--- config.mk ---
export PLATFORM = sky130hd
export DESIGN_NAME = full_adder_1bit
export DESIGN_NICKNAME = d
export VERILOG_FILES = /design/src/rtl/half_adder.sv /design/src/rtl/full_adder_1bit.sv
export SDC_FILE = /design/constraint.sdc
export NUM_CORES = 1
export LEC_CHECK = 0
export BUFFER_PORTS_ARGS = -buffer_cell sky130_fd_sc_hd__buf_2
export CAP_MARGIN = 5
export CORE_AREA = 2 2 39 41
export CTS_BUF_LIST = sky130_fd_sc_hd__clkbuf_4 sky130_fd_sc_hd__clkbuf_8 sky130_fd_sc_hd__clkbuf_16
export CTS_CLUSTER_SIZE = 30
export DETAILED_ROUTE_END_ITERATION = 16
export DIE_AREA = 0 0 41 43
export GPL_ROUTABILITY_DRIVEN = 0
export PLACE_DENSITY = 0.3
export SLEW_MARGIN = 25
export SYNTH_ARGS = -nofsm -noshare
export SYNTH_HDL_FRONTEND = slang
export SYNTH_SLANG_ARGS = --single-unit
--- constraint.sdc ---
create_clock -name clk -period 1.8 [get_ports clk]
set_clock_uncertainty 0.15 [all_clocks]
set_input_delay 0.18 -clock clk [delete_from_list [all_inputs] [get_ports clk]]
set_output_delay 0.18 -clock clk [all_outputs]
set_load 0.01 [all_outputs]
--- src/rtl/half_adder.sv ---
// Half adder: s = a ^ b, c = a & b.
// Ports: a, b (addend bits) -> s (sum bit), c (carry bit).
// Purely combinational leaf cell; no clock, no reset.
module half_adder (
  input  logic a,
  input  logic b,
  output logic s,
  output logic c
);

  assign s = a ^ b;
  assign c = a & b;

endmodule

--- src/rtl/full_adder_1bit.sv ---
// Single-bit full adder with combinational outputs and a registered stage that
// doubles as the carry state for bit-serial addition.
// Ports: clk, reset (sync, active-high), inp0/inp1 addend bits, cin external
//   carry-in, serial_en selects carry_q as carry-in; sum/carry combinational,
//   sum_q/carry_q registered one cycle late.
module full_adder_1bit (
  input  logic clk,
  input  logic reset,
  input  logic inp0,
  input  logic inp1,
  input  logic cin,
  input  logic serial_en,
  output logic sum,
  output logic carry,
  output logic sum_q,
  output logic carry_q
);

  logic cin_eff;
  logic ha0_s;
  logic ha0_c;
  logic ha1_c;
  logic sum_d;
  logic carry_d;

  // In serial mode the previous bit's carry feeds this bit.
  assign cin_eff = serial_en ? carry_q : cin;

  half_adder u_ha0 (
    .a (inp0),
    .b (inp1),
    .s (ha0_s),
    .c (ha0_c)
  );

  half_adder u_ha1 (
    .a (ha0_s),
    .b (cin_eff),
    .s (sum),
    .c (ha1_c)
  );

  // The two half-adder carries can never both be 1, so OR is exact.
  assign carry = ha0_c | ha1_c;

  always_comb begin
    sum_d   = sum;
    carry_d = carry;
  end

  always_ff @(posedge clk) begin
    if (reset) begin
      sum_q   <= 1'b0;
      carry_q <= 1'b0;
    end else begin
      sum_q   <= sum_d;
      carry_q <= carry_d;
    end
  end

endmodule

==> results of run 1 <==
[per-stage QoR]
step / instance area [um2] / util / cells
floorplan: 87.6 / - / 6
global placement: 153 / 0.110 / 31
detailed placement: 153 / 0.110 / 31
CTS: 185 / 0.134 / 35
global route: 186 / 0.135 / 35
finish: 186 / 0.135 / 35
[final cells by class]
type | instances | area share
Timing Repair Buffer | 10 | 0.295
Tap cell | 16 | 0.107
Sequential cell | 2 | 0.221
Multi-Input combinational cell | 4 | 0.255
Clock buffer | 3 | 0.121
[what timing repair did]
item,in CTS,in global routing
setup endpoints to repair,0,1
hold endpoints to repair,2,0
resized for setup,0,1
hold buffers,1,0
[worst max-delay path, stage by stage (launching register included)]
cell	delay, ns
dfxtp_2	0.31
mux2_4	0.26
fa_1	0.50
buf_2	0.14
[power by group through the flow]
stage | sequential, W | combinational, W | clock [W]
floorplan | 0.0000534 | 0.0000166 | 0
global placement | 0.0000509 | 0.0000360 | 0
detailed placement | 0.0000510 | 0.0000369 | 0
CTS | 0.0000504 | 0.0000387 | 0.000110
global route | 0.0000510 | 0.0000423 | 0.000114
finish | 0.0000506 | 0.0000384 | 0.000100
[registers in the layout (all words and copies together) (netlist names)]
name and count:
carry_q 1, sum_q 1
[cells by family after synthesis]
group | Yosys count
DFF | 2
and+or+nand+nor | 2
muxes | 1
adders and majority gates | 1
[placed cells by master, fill, tap and decap left out]
master,count
dfxtp_2,1
mux2_4,1
dfxtp_1,1
nor2b_1,2
buf_2,9
fa_1,1
clkbuf_4,3
dlygate4sd3_1,1
[worst paths after layout]
path / start / end / slack, ns / cells after the start
max: carry_q / sum / 0.05 / 3
min: inp1 / sum_q / 0.23 / 3
max reg2reg: carry_q / sum_q / 0.39 / 3
min reg2reg: carry_q / sum_q / 0.62 / 3
[routing by layer]
metal	routed length, um	vias to the layer above
met5	0	-
met4	0	0
met3	82	0
met2	99	10
met1	114	43
li1	-	47
==> impl_metrics.csv, run 1 <==
group,metric,value,unit
clock_tree,cts_tree,"built",
floorplanning,die_x,41,um
yosys,ys_seq_area_frac,0.457,
worst_setup_path,worst_setup_path_start_kind,"flop",
timing,timing.fmax,571,MHz
routing,dr_total_vias,100,
timing,tns,0,ns
pwr,p_sw,0.0000456,W
final_layout,regArea,41.3,um2
worst_setup_path,worst_setup_path_end_kind,"output port",
yosys,netlist_area,87.6,um2
yosys,async_flop_share,0,
routing,routedWlPerCell,8.46,um
clock_tree,clockBufferDepth,2,
grt,grt_util_met3,0.0681,
grt,grtUsageMet2,0.0406,
clock_tree,h-tree-depth,1,
floorplanning,core,1380,um2
pwr,power,0.000189,W
pwr,clkPwrFrac,0.529,
final_layout,layout-drive-gt1-share,0.737,
routing,first_pass_iters,1,
routing,first_iter_violations,0,
timing,period_needed,1.75,ns
grt,grt_pass1_vias,112,
yosys,ys_top_cells_by_count,"dfxtp_1 (2), nor2b_1 (2), fa_1 (1), mux2_4 (1)",
yosys,synth-simple-area-share,0.143,
worst_setup_path,worst_ep_arrival_time,1.42,ns
timing,hold_violations,0,
timing,setup_ws,0.0490,ns
pwr,p_sw_frac,0.241,
final_layout,nets,28,
run_status,outcome,"completed",
yosys,synth_edf_count,0,
pwr,ir_worst_vdd,0.286,mV
clock_tree,numClockSinks,2,
yosys,synth_fa_ha_area_frac,0.229,
min_path,holdCritPathClass,"in -> reg",
pwr,p_leak,0.0928,nW
floorplanning,dieHeight,43,um
place,post-place-ws,0.247,ns
grt,antenna_found_initial,0,
routing,ant_nets,0,
grt,grt.met1_usage,0.0449,
clock_tree,cts_setup_buffers,0,
routing,drt_wl_total,296,um
yosys,ys.flop_type,"dfxtp_1",
timing,rsz0062_at_grt,"true",
pwr,p_comb_frac,0.203,
yosys,synth_area_leaders,"dfxtp_1 (46%), fa_1 (23%), mux2_4 (17%)",
pwr,p_per_area,1010,nW/um2
yosys,synth_compound_area_frac,0,
yosys,ys_warn_count,0,
timing,slew_violations,0,
timing,worst_pin_slew,0.0891,ns
place,port_buffers,9,
yosys,ys_ff_latch,2,
yosys,synth_xor_area_frac,0,
pwr,internal-power,0.000144,W
yosys,synth_largest_area_cell,"dfxtp_1",
yosys,synth_top_family_by_area,"adder cells",
worst_setup_path,worstPathRequired,1.47,ns
clock_tree,cts_made_buffers,3,
grt,grt_busiest_layer,"met3",
timing,hold_ws,0.230,ns
grt,grt_pass1_wl,483,um
yosys,yosysTopAreaCellShare,0.457,
final_layout,area_growth,113,%
floorplanning,fp.dieArea,1760,um2
final_layout,antennaDiodeCount,0,
flow_run,cap_violations,0,
grt,grt_max_degree,3,
yosys,synthMuxAreaShare,0.171,
timing,max_slew_margin,0.941,
clock_tree,insertion_delay,0.22,ns
floorplanning,initial_core_util,0.0633,
routing,viasPerCell,2.86,
final_layout,nFillCells,164,
yosys,syn-num-nets,13,
worst_setup_path,path_max_fanout,2,
timing,finalCritPeriodShare,0.973,
routing,drcViolationCount,0,
yosys,ys_types,4,
clock_tree,root_buffer,"clkbuf_4",
yosys,syn_avg_cell_area,14.6,um2
grt,track_usage,0.0491,
grt,grt_overflow,0,
pwr,sequentialPowerShare,0.268,
clock_tree,clk_pin_slew_worst_paths,0.03,ns
timing,finalSetupViolations,0,
worst_setup_path,crit_type,"reg -> out",
final_layout,multi_input_area,47.5,um2
floorplanning,boundaryPins,10,
floorplanning,fp-row-count,14,
yosys,netlist_instances,6,
Power figures use the tool's default switching activity.
==> run 2, diff against run 1 <==
Settings changed: RECOVER_POWER set to 50.
==> impl_metrics.csv, run 2 (synthesis gave the netlist of run 1 again) <==
group,metric,value,unit
run_status,outcome,"completed",
routing,first_iter_violations,0,
final_layout,layout_common_cells,"buf_2 (8), clkbuf_4 (3), nor2b_1 (2)",
timing,timing.fmax,571,MHz
worst_setup_path,regToRegSetupSlack,0.39,ns
min_path,holdCritPathClass,"in -> reg",
pwr,p_sw,0.0000455,W
clock_tree,clockBufferDepth,2,
routing,drcViolationCount,0,
place,post-place-ws,0.247,ns
grt,grtUsageMet2,0.0406,
worst_setup_path,worst_setup_path_start_kind,"flop",
worst_setup_path,path_max_fanout,2,
grt,grt_busiest_layer,"met3",
floorplanning,boundaryPins,10,
grt,grt_max_degree,3,
clock_tree,cts_tree,"built",
final_layout,final_common_cell,"buf_2",
floorplanning,fp-row-count,14,
min_path,hold_depth,3,
flow_run,cap_violations,0,
routing,viasPerCell,2.86,
pwr,clkPwrFrac,0.532,
grt,grt_pass1_vias,112,
pwr,p_comb_frac,0.198,
clock_tree,insertion_delay,0.22,ns
routing,routedWlPerCell,8.49,um
clock_tree,h-tree-depth,1,
final_layout,layout-drive-gt1-share,0.684,
timing,finalSetupViolations,0,
worst_setup_path,r2r_cells,3,
worst_setup_path,worst_ep_arrival_time,1.42,ns
final_layout,antennaDiodeCount,0,
clock_tree,numClockSinks,2,
timing,period_needed,1.75,ns
worst_setup_path,slowest_delay,0.50,ns
clock_tree,cts_made_buffers,3,
timing,setup_ws,0.0488,ns
timing,max_slew_margin,0.892,
pwr,p_per_area,1020,nW/um2
timing,tns,0,ns
pwr,p_leak,0.0892,nW
clock_tree,root_buffer,"clkbuf_4",
worst_setup_path,r2r_end,"sum_q",
pwr,sequentialPowerShare,0.270,
final_layout,reg.largest.list,"carry_q: 1 flops, sum_q: 1 flops",
timing,slew_violations,0,
min_path,min_from,"inp1",
routing,dr_total_vias,100,
timing,rsz0062_at_grt,"true",
clock_tree,clk_pin_slew_worst_paths,0.03,ns
grt,grt_overflow,0,
final_layout,nets,28,
floorplanning,dieHeight,43,um
pwr,ir_worst_vdd,0.286,mV
pwr,internal-power,0.000143,W
floorplanning,fp.dieArea,1760,um2
place,port_buffers,9,
timing,finalCritPeriodShare,0.973,
worst_setup_path,worstPathRequired,1.47,ns
floorplanning,core,1380,um2
worst_setup_path,worst_setup_path_end_kind,"output port",
grt,grt.met1_usage,0.0449,
pwr,p_sw_frac,0.242,
min_path,min_to,"sum_q",
worst_setup_path,crit_type,"reg -> out",
final_layout,area_growth,111,%
worst_setup_path,crit_slowest_cell,"fa_1",
grt,antenna_found_initial,0,
floorplanning,die_x,41,um
timing,hold_violations,0,
routing,ant_nets,0,
worst_setup_path,crit_chain,"mux2_4 > fa_1 > buf_2",
routing,first_pass_iters,1,
grt,grt_pass1_wl,483,um
timing,worst_pin_slew,0.163,ns
routing,drt_wl_total,297,um
floorplanning,initial_core_util,0.0633,
grt,track_usage,0.0491,
grt,grt_util_met3,0.0681,
worst_setup_path,timing.rr.start,"carry_q",
==> run 2: cell type report <==
type / count / area, um2
Multi-Input combinational cell: 4 / 47.5
Clock buffer: 3 / 22.5
Timing Repair Buffer: 10 / 53.8
Fill cell: 165 / 1200
Tap cell: 16 / 20.0
Sequential cell: 2 / 41.3
==> run 2: what timing repair did <==
action	in CTS	in global routing
endpoints found under the hold margin	2	0
gates resized for setup	0	1
hold buffers	1	0
setup endpoints to repair	0	1
buffers inserted	0	0
==> run 2: power groups by stage <==
| stage | sequential [W] | combinational [W] | clock, W |
|---|---|---|---|
| final | 0.0000508 | 0.0000374 | 0.000100 |
| after global routing | 0.0000514 | 0.0000417 | 0.000114 |
| after floorplan | 0.0000534 | 0.0000166 | 0 |
| after detailed placement | 0.0000510 | 0.0000369 | 0 |
| after global placement | 0.0000509 | 0.0000360 | 0 |
| after CTS | 0.0000504 | 0.0000387 | 0.000110 |
==> run 2: per-stage QoR <==
step / util / area [um2] / hold slack [ns] / instances / total power, W
2_1_floorplan: - / 87.6 / 0.102 / 6 / 0.0000700
3_3_place_gp: 0.110 / 153 / 0.210 / 31 / 0.0000869
3_5_place_dp: 0.110 / 153 / 0.208 / 31 / 0.0000879
4_1_cts: 0.134 / 185 / 0.223 / 35 / 0.000199
5_1_grt: 0.134 / 185 / 0.257 / 35 / 0.000207
6_report: 0.134 / 185 / 0.230 / 35 / 0.000188
==> run 2: how the worst max path moves through the flow <==
| stage | startpoint | end | slack [ns] | depth (start not counted) |
|---|---|---|---|---|
| final | carry_q | sum | 0.05 | 3 |
| after global routing | carry_q | sum | -0.008 | 3 |
| after CTS | carry_q | sum | 0.03 | 3 |
| after detailed placement | serial_en | sum | 0.25 | 4 |
| after global placement | serial_en | sum | 0.27 | 4 |
| after floorplan | carry_q | sum_q | 0.32 | 3 |
==> run 2: worst max-delay path: cells and delay by family (launching register included) <==
kind	cells	cell delay (ns)
flip-flops	1	0.31
adder cells (fa/ha/maj)	1	0.50
multiplexers	1	0.26
buffers and inverters	1	0.14
==> run 2: per-layer routing <==
layer	up-vias	part of all wire
met5	-	0
met4	0	0
met3	0	0.21
met2	10	0.33
met1	43	0.45
li1	47	-
